## src/rtl/population_fitness_evaluator.sv

```systemverilog
// population_fitness_evaluator: runs one generation through the processing SM, reduces error sums to fitness, tracks the best chromosome.
// Optional LANE_WEIGHT_EN applies a per-lane left shift (sampled with the sums) during accumulation.
module population_fitness_evaluator #(
  parameter int POP_SIZE = 16,
  parameter int IDX_W    = 4,
  parameter int SUM_W    = 32,
  parameter int FIT_W    = 38
) (
  input  logic                  iClock,
  input  logic                  iReset_n,
  input  logic                  iStartGeneration,
  input  logic [7:0]            iOutputMask,
  input  logic [7:0][1:0]       iLaneShift,
  input  logic                  iReadyToProcess,
  input  logic                  iDoneProcessing,
  input  logic [7:0][SUM_W-1:0] iErrorSums,
  output logic                  oStartProcessing,
  output logic                  oDoneFeedback,
  output logic [IDX_W-1:0]      oChromIndex,
  output logic                  oBusy,
  output logic [FIT_W-1:0]      oFitness,
  output logic                  oFitnessValid,
  output logic [IDX_W-1:0]      oBestIndex,
  output logic [FIT_W-1:0]      oBestFitness,
  output logic                  oGenerationDone
);
  typedef enum logic [2:0] {IDLE, ISSUE, WAIT_DONE, ACCUM, UPDATE, ACK, FINISH} state_t;
  state_t                  state_q;
  logic [IDX_W-1:0]        idx_q, best_idx_q;
  logic [2:0]              lane_q;
  logic [FIT_W-1:0]        acc_q, fit_q, best_fit_q, lane_add_d;
  logic [7:0][SUM_W-1:0]   sums_q;
  logic [7:0]              mask_q;
  logic                    fit_valid_q;
  logic                    last_chrom;
`ifdef LANE_WEIGHT_EN
  logic [7:0][1:0]         shift_q;
  assign lane_add_d = mask_q[lane_q] ? FIT_W'(sums_q[lane_q]) << shift_q[lane_q] : '0;
`else
  logic                    unused_shift;
  assign unused_shift = ^iLaneShift;
  assign lane_add_d = mask_q[lane_q] ? FIT_W'(sums_q[lane_q]) : '0;
`endif
  assign last_chrom       = idx_q == IDX_W'(POP_SIZE - 1);
  assign oStartProcessing = state_q == ISSUE && iReadyToProcess;
  assign oDoneFeedback    = state_q == ACK;
  assign oGenerationDone  = state_q == FINISH;
  assign oBusy            = state_q != IDLE;
  assign oChromIndex      = idx_q;
  assign oFitness         = fit_q;
  assign oFitnessValid    = fit_valid_q;
  assign oBestIndex       = best_idx_q;
  assign oBestFitness     = best_fit_q;
  always_ff @(posedge iClock or negedge iReset_n) begin
    if (!iReset_n) begin
      state_q     <= IDLE;
      idx_q       <= '0;
      lane_q      <= '0;
      acc_q       <= '0;
      fit_q       <= '0;
      fit_valid_q <= 1'b0;
      best_idx_q  <= '0;
      best_fit_q  <= '1;
      sums_q      <= '0;
      mask_q      <= '0;
`ifdef LANE_WEIGHT_EN
      shift_q     <= '0;
`endif
    end else begin
      fit_valid_q <= 1'b0;
      case (state_q)
        IDLE: if (iStartGeneration) begin
          state_q    <= ISSUE;
          idx_q      <= '0;
          best_idx_q <= '0;
          best_fit_q <= '1;
        end
        ISSUE: if (iReadyToProcess) state_q <= WAIT_DONE;
        WAIT_DONE: if (iDoneProcessing) begin
          sums_q  <= iErrorSums;
          mask_q  <= iOutputMask;
`ifdef LANE_WEIGHT_EN
          shift_q <= iLaneShift;
`endif
          acc_q   <= '0;
          lane_q  <= '0;
          state_q <= ACCUM;
        end
        ACCUM: begin
          acc_q  <= acc_q + lane_add_d;
          lane_q <= lane_q + 3'd1;
          if (lane_q == 3'd7) state_q <= UPDATE;
        end
        UPDATE: begin
          fit_q       <= acc_q;
          fit_valid_q <= 1'b1;
          // strict compare: an equal later fitness never displaces the earlier, lower index
          if (acc_q < best_fit_q) begin
            best_fit_q <= acc_q;
            best_idx_q <= idx_q;
          end
          state_q <= ACK;
        end
        ACK: begin
          state_q <= last_chrom ? FINISH : ISSUE;
          if (!last_chrom) idx_q <= idx_q + 1'b1;
        end
        FINISH: state_q <= IDLE;
        default: state_q <= IDLE;
      endcase
    end
  end
endmodule

```

## config.mk

```make
export PLATFORM = sky130hd
export DESIGN_NAME = population_fitness_evaluator
export DESIGN_NICKNAME = d
export VERILOG_FILES = /design/src/rtl/population_fitness_evaluator.sv
export SDC_FILE = /design/constraint.sdc
export NUM_CORES = 1
export LEC_CHECK = 0
export CORE_MARGIN = 3
export CORE_UTILIZATION = 57
export DETAILED_ROUTE_END_ITERATION = 8
export GPL_TIMING_DRIVEN = 1
export PLACE_DENSITY = 0.83
export SYNTH_ARGS = -nofsm -noshare
export SYNTH_HDL_FRONTEND = slang
export SYNTH_SLANG_ARGS = --single-unit
```

## constraint.sdc

```tcl
create_clock -name iClock -period 6.8 [get_ports iClock]
set_input_delay 1.36 -clock iClock [delete_from_list [all_inputs] [get_ports iClock]]
set_output_delay 1.36 -clock iClock [all_outputs]
set_load 0.02 [all_outputs]
```

# Word-level counts from Yosys, hierarchy flattened
# Index checks and enable logic that the tools add are counted.
# totals
in_bits	285
rom_bits	0
wordCells	71
latchBits	0
ram_bits	0
regBits	393
mem_count	0
# classes
addsub	3
n_bitwise	0
mul	0
n_reduce_logical	11
magnitude_cmp	2
div	0
muxes	24
eq_ne	14
shifts	0
# ops
op	count
$pmux W38 S2	2
$mux W38	3
$bmux W32 S3	1
$mux W32	2
$add A38 B32 Y38	1
$lt A38 B38 Y1	1
$mux W3	6
$pmux W3 S6	1
$pmux W4 S2	2
$eq A3 B3 Y1 const B	4
$mux W4	3
$ne A2 B2 Y1 const B	6
$eq A3 B2 Y1 const B	2
$pmux W3 S2	1
$reduce_and A3 Y1	2
$reduce_bool A2 Y1	3
$add A4 B1 Y4 const B	1
$eq A4 B4 Y1 const B	1
$lt A3 B4 Y1 const B	1
$reduce_and A2 Y1	2
$reduce_and A4 Y1	1
$add A3 B1 Y3 const B	1
$bmux W1 S3	1
$eq A3 B1 Y1 const B	1
other kinds (4)	5

# Depth between registers and ports, before layout
# depth
depth_word	5
ltp_mapped	18

# Worst setup path before layout
# Ideal clock, no wire load.
# synth_path
path_type	reg2reg
startpoint	register lane_q[0]
endpoint	register acc_q[21]
path_stages_with_launch	17
path_buffers	3
path_slack_ns	2.900
period_less_slack_ns	3.900
arrival_time_ns	3.771
path_cell_list	dfrtp_1 > clkbuf_1 > buf_2 > buf_2 > mux4_2 > mux2i_1 > nor2_1 > ha_1 > a21oi_1 > nor2b_1 > a311o_1 > a41o_1 > o31ai_2 > o311ai_1 > a21oi_1 > xor2_1 > o21ai_1
# synth_between
elab_chain_len	5
word_cells_on_any_way	7
classes_between	1 x add/sub; 6 x mux
# synth_lines
item	line	source
from (decl)	30	logic [2:0] lane_q;
from (signal assigned)	91	lane_q <= lane_q + 3'd1;
$bmux W32 S3 or $bmux W1 S3 (tied branches)	42	assign lane_add_d = mask_q[lane_q] ? FIT_W'(sums_q[lane_q]) : '0;
$mux W32 (implied by the code) or $mux W1 (tied branches)	42	
$mux W32 (*)	42	
$add A38 B32 Y38 (*)	90	acc_q <= acc_q + lane_add_d;
$pmux W38 S2 (*)	71	case (state_q)
to (signal assigned)	90	
to (decl)	31	logic [FIT_W-1:0] acc_q, fit_q, best_fit_q, lane_add_d;
# Every way passes the cells marked *; elsewhere a longest branch is shown, timed or not. The select of a mux whose other input is x is not followed.
# A chain may end at the register's enable or synchronous reset.

# Worst setup path after layout
# layout_path
startpoint	register lane_q[1]
endpoint	register acc_q[29]
# Same word-level chain as after synthesis.

==> metrics.csv <==
metric,value,unit
die area,0.0372,mm2
Setup TNS,0,ns
CTS Hold Bufs,0,
CP Capture Point,acc_q[29],
chip width,193,um
Num CTS Buffers,42,
CP max stage delay,1.09,ns
"Non-Filler Cell Area, Final",0.0251,mm2
fin util,0.739,
detailed-route vias per instance,5.59,
initial core utilization,0.586,
"EDFF count, synth",0,
synth top area cells,"dfrtp_1 (45%), nand2_1 (19%), mux4_2 (7.5%)",
startpoint class of the critical path,flop,
Resized cells post-CTS,0,
Clock Latency Late Sink,0.54,ns
io pins,374,
"Area growth, synth to finish",26.2,%
H-tree levels,2,
Required @ worst endpoint,7.17,ns
period utilization,0.710,
vias in the first global route,16800,
Die H,193,um
min cycle time layout,4.83,ns
CTS Buffer Depth,3,
pwr dens,458,mW/mm2
slew margin rel.,0.100,
Lkg Pwr,12.3,nW
Worst setup EP type,flop,
worst-path maximum fanout,68,
Residual DRC,0,
"Top cell by count, worst path",a21oi_1,
Placed Cells,2879,
Yosys Warn Count,0,
Syn Std Cell Area,0.0199,mm2
share of cells above drive strength 1,0.0833,
Hold WC Path Type,reg -> reg,
post-synthesis sequential area ratio,0.497,
Clock Sinks,393,
largest net degree at the start of global routing,271,
first-pass GRT wire length,87200,um
R2R setup slack,1.97,ns
f_max,207,MHz
Synth top area share,0.447,
VDD IR max,309,uV
DRT Pass-1 Iters,5,
Final setup viols,0,
outcome,"complete, no violations",
grt ovf,0,
clk_skew,0.0244,ns
final worst slack,1.97,ns
Final HPWL DP,37900,um
RSZ-0062 raised after global routing,false,
NumNets Final,2833,
Post-Syn Instances,2183,
final number of hold-violating endpoints,0,
DRT Wirelength,54600,um
"top cells by count, synth","nand2_1 (982), dfrtp_1 (355), nor2_1 (128), clkbuf_1 (86), mux2i_1 (81)",
"area leader, netlist",dfrtp_1,
Buffers on Ports,357,
initial antenna violation count,9,
fraction of registers with async set/reset,1.00,
Post-CTS Setup Bufs,0,
pre-CTS setup slack,2.00,ns
most common cell in the netlist,nand2_1,
FF-to-FF Start,lane_q[1],
critical path class,reg -> reg,
worst-case reg-to-reg path depth,15,
final cell count without fillers,2960,
Netlist cell types,62,
first-iteration detailed-routing DRC count,1215,
Most used DFF post-synth,dfrtp_1,
crit-path cells,mux4_2 > mux2i_4 > buf_4 > a21o_1 > inv_1 > ha_1 > a21oi_1 > nor2b_1 > a311o_1 > a21oi_1 > o31ai_2 > a41oi_1 > o21ai_1 > xnor2_1 > o21ai_0,
Post-DP Area,0.0237,mm2
register bit total from synthesis,393,
via count,16600,
Clk Tree Root Cell,clkbuf_16,
Worst Setup SP,lane_q[1],
MaxCap Viol Count,0,
core area,0.0340,mm2
syn nets,2541,
clock slew at reported path FFs,0.06,ns
"Avg Cell Area, Syn",9.11,um2
routed len/inst,18.4,um
GP Congestion,0.913,
CP max stage cell,dfrtp_4,
number of fill cells in the layout,2412,
# rows,67,
total track usage,0.297,
CP Data Arrival Time,5.20,ns
antenna violation net count after detailed routing,0,
CTS tree,built,
slew at the pin closest to its max-slew limit,1.35,ns
Final Max Tran Viols,0,
worst r2r dst,acc_q[29],
-- placed cells by master (no fill, tap or decap), drive strengths merged, types with 3 or more instances in the layout --
master / n
clkdlybuf4s50: 356
mux4: 66
nand2b: 11
a21o: 20
clkinvlp: 3
dfstp: 38
nor2: 128
o31ai: 5
nand2: 982
or3: 3
a21oi: 47
nand3: 18
xnor2: 13
clkinv: 11
and3: 3
a31oi: 6
ha: 72
o21bai: 4
buf: 14
clkbuf: 62
o21a: 4
nor3: 6
o21ai: 57
diode: 4
a41oi: 3
mux2i: 81
a211oi: 6
xor2: 15
inv: 49
nor2b: 9
o211ai: 4
and2: 5
dfrtp: 355
a22o: 8
nand4: 13
-- how the worst min path moves through the flow --
stage | start | end | slack [ns] | cells past startpoint
3_5_place_dp | sums_q[214] | sums_q[214] | 0.46 | 2
6_report | sums_q[219] | sums_q[219] | 0.47 | 2
5_1_grt | sums_q[234] | sums_q[234] | 0.49 | 2
2_1_floorplan | mask_q[2] | mask_q[2] | 0.44 | 2
4_1_cts | sums_q[219] | sums_q[219] | 0.47 | 2
3_3_place_gp | sums_q[228] | sums_q[228] | 0.45 | 2
-- flip-flops by register name, summed over array words and instances, names as in the netlist --
| register | count |
|---|---|
| oBestIndex | 4 |
| oBestFitness | 38 |
| acc_q | 38 |
| sums_q | 256 |
| mask_q | 8 |
| oChromIndex | 4 |
| lane_q | 3 |
| oFitnessValid | 1 |
| state_q | 3 |
| oFitness | 38 |
-- per-layer routing --
layer,up-vias,part of all wire,routed length [um],GRT usage
li1,7732,-,-,-
met1,8047,0.42,22800,0.409
met2,672,0.48,26300,0.489
met3,96,0.073,3970,0.0501
met4,10,0.026,1440,0.0852
met5,-,0.0016,89,0
-- metrics by stage --
step / total power [mW] / hold WS, ns
floorplan: 7.50 / 0.440
global placement: 8.92 / 0.452
detailed placement: 9.17 / 0.457
CTS: 11.5 / 0.471
global route: 12.3 / 0.492
finish: 11.5 / 0.470
-- cells by family after synthesis --
| family | Yosys count | share of synthesized area |
|---|---|---|
| AND/OR/NAND/NOR | 1189 | 0.234 |
| flip-flops | 393 | 0.497 |
| AO/OA/AOI/OAI | 182 | 0.0598 |
| buffers and inverters | 171 | 0.0358 |
| multiplexers | 147 | 0.115 |
| adder cells (fa/ha/maj) | 73 | 0.0463 |
| XOR/XNOR | 28 | 0.0123 |
-- power by group --
| group | switching, mW | internal, mW | total, mW |
|---|---|---|---|
| Combinational | 2.68 | 2.23 | 4.91 |
| Sequential | 0.885 | 3.41 | 4.30 |
| Clock | 0.944 | 1.35 | 2.29 |
| Total | 4.51 | 6.99 | 11.5 |
-- worst max-delay path, delay by kind of cell (launching register included) --
family | cells | cell delay (ns)
AO/OA/AOI/OAI | 8 | 1.93
flip-flops | 1 | 1.09
multiplexers | 2 | 0.60
buffers and inverters | 2 | 0.42
adder cells (fa/ha/maj) | 1 | 0.26
AND/OR/NAND/NOR | 1 | 0.20
XOR/XNOR | 1 | 0.13
-- layout make-up --
class / count / area, um2 / share of cell area
clock buffer: 62 / 1280 / 0.0509
inverter: 49 / 184 / 0.00733
clock inverter: 15 / 136 / 0.00543
tap: 448 / 561 / 0.0223
timing repair buffer: 370 / 3730 / 0.148
antenna: 4 / 10.0 / 0.000399
sequential: 393 / 9890 / 0.394
multi-input combinational: 1619 / 9320 / 0.371
Note: power is estimated with default switching activity, not from simulation.
